## config.mk

```make
export PLATFORM = sky130hd
export DESIGN_NAME = axis_digest_tx
export DESIGN_NICKNAME = d
export VERILOG_FILES = /design/src/rtl/axis_digest_tx.sv
export SDC_FILE = /design/constraint.sdc
export NUM_CORES = 1
export LEC_CHECK = 0
export CORE_UTILIZATION = 50
export CTS_CLUSTER_DIAMETER = 60
export DETAILED_ROUTE_END_ITERATION = 10
export PLACE_DENSITY = 0.8
export SETUP_SLACK_MARGIN = 0.4
export SYNTH_ARGS = -nofsm -noshare
export SYNTH_HDL_FRONTEND = slang
export SYNTH_SLANG_ARGS = --single-unit
export TNS_END_PERCENT = 1
```

## constraint.sdc

```tcl
create_clock -name ACLK -period 1.6 [get_ports ACLK]
set_input_delay 0.32 -clock ACLK [delete_from_list [all_inputs] [get_ports ACLK]]
set_output_delay 0.32 -clock ACLK [all_outputs]
set_load 0.02 [all_outputs]
```

## src/rtl/axis_digest_tx.sv

```systemverilog
// AXI4-Stream master that serializes a full-width digest into 16-bit beats,
// least-significant word first, with a one-entry pending buffer for back-to-back hashes.
module axis_digest_tx #(
  parameter int DIGEST_W = 256
) (
  input  logic                ACLK,
  input  logic                ARESETN,
  input  logic [DIGEST_W-1:0] digest,
  input  logic                digest_valid,
  output logic                digest_ready,
  output logic [15:0]         M_TDATA,
  output logic                M_TVALID,
  input  logic                M_TREADY,
  output logic                M_TLAST,
  output logic [3:0]          M_TUSER
);

  localparam int BEATS    = (DIGEST_W + 15) / 16;
  localparam int ACT_W    = BEATS * 16;
  localparam int CNT_W    = (BEATS > 1) ? $clog2(BEATS) : 1;
  localparam int NIB_MOD  = (DIGEST_W / 4) % 4;
  localparam int LAST_NIB = (NIB_MOD == 0) ? 4 : NIB_MOD;

  localparam logic [CNT_W-1:0] LAST_CNT  = CNT_W'(BEATS - 1);
  localparam logic [15:0]      LAST_MASK = 16'((32'd1 << (4 * LAST_NIB)) - 32'd1);
  localparam logic [3:0]       LAST_USER = 4'(LAST_NIB);

  typedef enum logic {
    IDLE,
    SEND
  } state_t;

  state_t              r_state;
  state_t              w_stateNext;
  logic [ACT_W-1:0]    r_active;
  logic [CNT_W-1:0]    r_beatCnt;
  logic [DIGEST_W-1:0] r_pendData;
  logic                r_pendFull;

  logic w_accept;
  logic w_beat;
  logic w_lastBeat;
  logic w_loadIn;
  logic w_loadPend;
  logic w_shift;
  logic w_writePend;

  assign digest_ready = ~r_pendFull;
  assign w_accept     = digest_valid & ~r_pendFull;
  assign w_lastBeat   = (r_beatCnt == LAST_CNT);
  assign w_beat       = (r_state == SEND) & M_TREADY;

  always_comb begin
    w_stateNext = r_state;
    w_loadIn    = 1'b0;
    w_loadPend  = 1'b0;
    w_shift     = 1'b0;
    w_writePend = 1'b0;
    case (r_state)
      IDLE: begin
        if (w_accept) begin
          w_loadIn    = 1'b1;
          w_stateNext = SEND;
        end
      end
      SEND: begin
        if (w_beat && w_lastBeat) begin
          // A pending digest has priority; ready is low then, so no accept competes.
          if (r_pendFull) begin
            w_loadPend = 1'b1;
          end else if (w_accept) begin
            w_loadIn = 1'b1;
          end else begin
            w_stateNext = IDLE;
          end
        end else begin
          w_shift     = w_beat;
          w_writePend = w_accept;
        end
      end
      default: w_stateNext = IDLE;
    endcase
  end

  always_ff @(posedge ACLK or negedge ARESETN) begin
    if (!ARESETN) begin
      r_state <= IDLE;
    end else begin
      r_state <= w_stateNext;
    end
  end

  always_ff @(posedge ACLK or negedge ARESETN) begin
    if (!ARESETN) begin
      r_active  <= '0;
      r_beatCnt <= '0;
    end else if (w_loadIn) begin
      r_active  <= ACT_W'(digest);
      r_beatCnt <= '0;
    end else if (w_loadPend) begin
      r_active  <= ACT_W'(r_pendData);
      r_beatCnt <= '0;
    end else if (w_shift) begin
      r_active  <= r_active >> 16;
      r_beatCnt <= r_beatCnt + 1'b1;
    end
  end

  always_ff @(posedge ACLK or negedge ARESETN) begin
    if (!ARESETN) begin
      r_pendData <= '0;
      r_pendFull <= 1'b0;
    end else if (w_writePend) begin
      r_pendData <= digest;
      r_pendFull <= 1'b1;
    end else if (w_loadPend) begin
      r_pendFull <= 1'b0;
    end
  end

  // Outputs depend only on registered state, so they stay put during a stall.
  assign M_TVALID = (r_state == SEND);
  assign M_TLAST  = (r_state == SEND) & w_lastBeat;
  assign M_TDATA  = (r_state == SEND) ? (r_active[15:0] & (M_TLAST ? LAST_MASK : 16'hFFFF)) : 16'h0000;
  assign M_TUSER  = (r_state == SEND) ? (M_TLAST ? LAST_USER : 4'd4) : 4'd0;

endmodule

```

==> metrics.csv, run 1 <==
stage,metric,value,unit
placement,PortBufs,279,
grt,GRT Util Overall,28.1,%
synth,"FF+latch count, synth",518,
die,total die area,0.0515,mm²
power_and_ir_drop,Switch Pwr,16900,µW
power_and_ir_drop,combinational group share of total power,33.9,%
power_and_ir_drop,Cell Pwr Density,1630,mW/mm²
sta,RSZ-0062 raised after global routing,yes,
clocking,clock transition at the registers of the reported paths,0.06,ns
detailed_routing,DR vias,20400,
power_and_ir_drop,Max IR drop VDD,0.966,mV
status,failing checks,negative setup slack,
detailed_routing,DRT Pass-1 Iters,6,
synth,post-synth top area cell,dfrtp_1,
synth,"Cell Area, Synth",0.0253,mm²
synth,Post-synth ARST share,100,%
power_and_ir_drop,Sw Ratio,32.2,%
grt,gr ovfl total,0,
synth,Synth Area per Inst,12.2,µm²
die,# rows,82,
grt,initial antenna violation count,4,
detailed_routing,Max Used Layer,met5,
die,die width,227,µm
sta,Slew HR,55.3,%
layout,fin nets,2599,
status,status,"complete, but fails checks",
sta,Worst Slack Setup Final,-0.410,ns
grt,largest net degree at the start of global routing,121,
power_and_ir_drop,Reg power frac,42.1,%
detailed_routing,Initial DRC Count,2108,
synth,Most used DFF post-synth,dfrtp_1,
die,I/O pin total,283,
layout,layout cells sized above 1,23.9,%
layout,synth-to-layout area growth,26.8,%
worst_setup_path,worst r2r src,r_beatCnt[1],
flow_run,max_cap viols,0,
detailed_routing,WL/cell,24.5,µm
sta,fin crit period,2.01,ns
worst_setup_path,kind of critical path,reg -> reg,
sta,"Setup violations, final",536,
detailed_routing,DR WL met2,36300,µm
synth,Yosys cell types,30,
placement,Placer Congestion,0.858,
power_and_ir_drop,Lkg Pwr,0.0136,µW
min_path,Hold WC Path Type,in -> async,
power_and_ir_drop,Clk pwr share,24.0,%
die,initial core utilization,50.5,%
clocking,H-tree level count,2,
detailed_routing,Detail Route met3 WL,5680,µm
synth,"EDFF count, synth",0,
clocking,Max Root-Sink Buffers,3,
clocking,Inserted Clock Buffers,55,
worst_setup_path,crit start category,flop,
synth,post-synth top area share,51.2,%
detailed_routing,drt drc,0,
worst_setup_path,reg2reg setup slack,-0.41,ns
sta,"Slew Viols, Final",0,
synth,Synth area leaders,"dfrtp_1 51%, mux2_2 11%, a221o_1 10%",
clocking,clk_lat worst skew,0.63,ns
worst_setup_path,reg2reg path depth,8,
sta,Final Cycle Share,126,%
sta,clk_skew,0.0321,ns
die,Core Region,0.0501,mm²
detailed_routing,drt via density,6.70,
detailed_routing,M1 wire length,30200,µm
detailed_routing,Final ANT Viol Nets,0,
clocking,clk root buf,clkbuf_16,
placement,hpwl dp,48400,µm
synth,register area share after synthesis,51.2,%
worst_setup_path,crit-path max FO,23,
sta,Worst-Margin Slew,0.670,ns
layout,Util after Layout,64.1,%
die,Die Span Y,227,µm
synth,YS warnings,0,
worst_setup_path,Reg-to-Reg End,r_pendData[150],
worst_setup_path,Crit path arrival time,2.52,ns
sta,f_max,497,MHz
synth,Post-Syn Instances,2076,
clocking,clk sink count,518,
grt,global-route wire length before repair,114000,µm
clocking,CTS tree,done,
grt,number of global-route vias before repair,20200,
detailed_routing,Routed WL,74600,µm
worst_setup_path,Worst EP required,2.11,ns
placement,Post-Place Worst Slack,-0.518,ns
worst_setup_path,crit end category,flop,
sta,"Hold Vio Cnt, Final",0,
power_and_ir_drop,internal power,35400,µW
flip-flops by register name, indices dropped and copies added, names as in the netlist:
register and flops:
r_beatCnt 4, r_pendData 256, r_pendFull 1, r_active 256, M_TVALID 1
cell usage after synthesis, types with 3 or more instances:
master      n
a221o_1   256
nand3_1   243
nand2_1     4
mux2_2    256
clkbuf_1  142
buf_6      21
a21oi_1     5
buf_4      32
and2_1     18
dfrtp_1   518
and4_1     16
o21ai_0     3
mux2i_1   240
buf_2      61
nand4_1   242
worst max-delay path, stage by stage, from the launching register on:
cell     delay [ns]
dfrtp_1        0.40
ha_4           0.16
buf_4          0.12
nand4_1        0.11
nand4_1        0.17
buf_4          0.19
buf_12         0.18
buf_12         0.20
mux2_2         0.36
cell families (layout without fill, tap and decap cells):
kind of cell / Yosys count / after routing / synth area share, %
AOI/OAI and AO/OA: 270 / 270 / 10.5
adders and majority gates: 1 / 1 / 0.0494
buffers and inverters: 260 / 552 / 5.26
DFF: 518 / 518 / 51.2
muxes: 496 / 496 / 20.9
other: 1 / 5 / 0.0148
and+or+nand+nor: 530 / 530 / 12.1
cells in the final DEF (no fill, tap or decap), types with 40 or more instances in the layout:
cell,n
buf_4,78
nand3_1,241
nand4_1,242
buf_6,40
clkdlybuf4s50_1,257
dfrtp_1,516
mux2_2,219
clkbuf_16,62
mux2i_1,239
a221o_1,256
buf_12,58
how the worst max path moves through the flow:
stage	from	to	slack (ns)	cells after the start
after CTS	r_beatCnt[1]	M_TLAST	-0.42	4
after global placement	digest_valid	r_active[102]	-0.50	6
after global routing	r_beatCnt[1]	r_pendData[150]	-0.52	8
after detailed placement	digest_valid	r_active[159]	-0.52	6
final	r_beatCnt[1]	r_pendData[150]	-0.41	8
after floorplan	r_beatCnt[1]	r_pendData[215]	-0.08	6
repair_timing:
item | 4_1_cts | 5_1_grt
gates resized for setup | 124 | 84
hold endpoints to repair | 232 | 0
setup endpoints to repair | 538 | 538
gates cloned | 1 | 6
pin swaps | 4 | 81
hold buffers | 1 | 0
setup buffers | 5 | 9
layer usage:
| metal | global-route usage (%) | vias up |
|---|---|---|
| met3 | 4.71 | 168 |
| met5 | 0 | - |
| met1 | 38.3 | 10500 |
| li1 | - | 8687 |
| met4 | 10.9 | 4 |
| met2 | 45.1 | 1033 |
power by group through the flow:
stage	Sequential (µW)	Combinational, µW	Clock [µW]
5_1_grt	22400	19000	13200
2_1_floorplan	20700	12000	0
3_5_place_dp	21900	16500	0
3_3_place_gp	21600	15800	0
6_report	22000	17700	12600
4_1_cts	21700	16800	12700
area by class of cell:
class	count	area, µm²
multi-input combinational	1300	11300
timing repair buffer	461	5260
fill	3609	18000
antenna	2	5.00
clock buffer	73	1560
tap	672	841
sequential	518	13000
inverter	2	10.0
clock inverter	16	185
metrics by stage:
stage	std cells	TNS (ns)	total power, µW	hold WS, ns	area [µm²]
4_1_cts	3027	-169.42	51300	0.168	31500
3_5_place_dp	2931	-243.66	38400	0.213	29700
3_3_place_gp	2931	-236.92	37300	0.211	29700
5_1_grt	3042	-220.74	54600	0.197	32100
6_report	3044	-176.82	52300	0.189	32100
2_1_floorplan	2078	-32.41	32700	0.0244	25400
Note: power is estimated with default switching activity, not from simulation.
==> run 2: changes to the inputs <==
--- a/config.mk
+++ b/config.mk
@@ -5,6 +5,7 @@
 export SDC_FILE = /design/constraint.sdc
 export NUM_CORES = 1
 export LEC_CHECK = 0
+export ABC_CLOCK_PERIOD_IN_PS = 1600
 export CORE_UTILIZATION = 50
 export CTS_CLUSTER_DIAMETER = 60
 export DETAILED_ROUTE_END_ITERATION = 10
==> results of run 2 <==
Same layout as run 1: the final DEF is identical, and so are final timing and power.
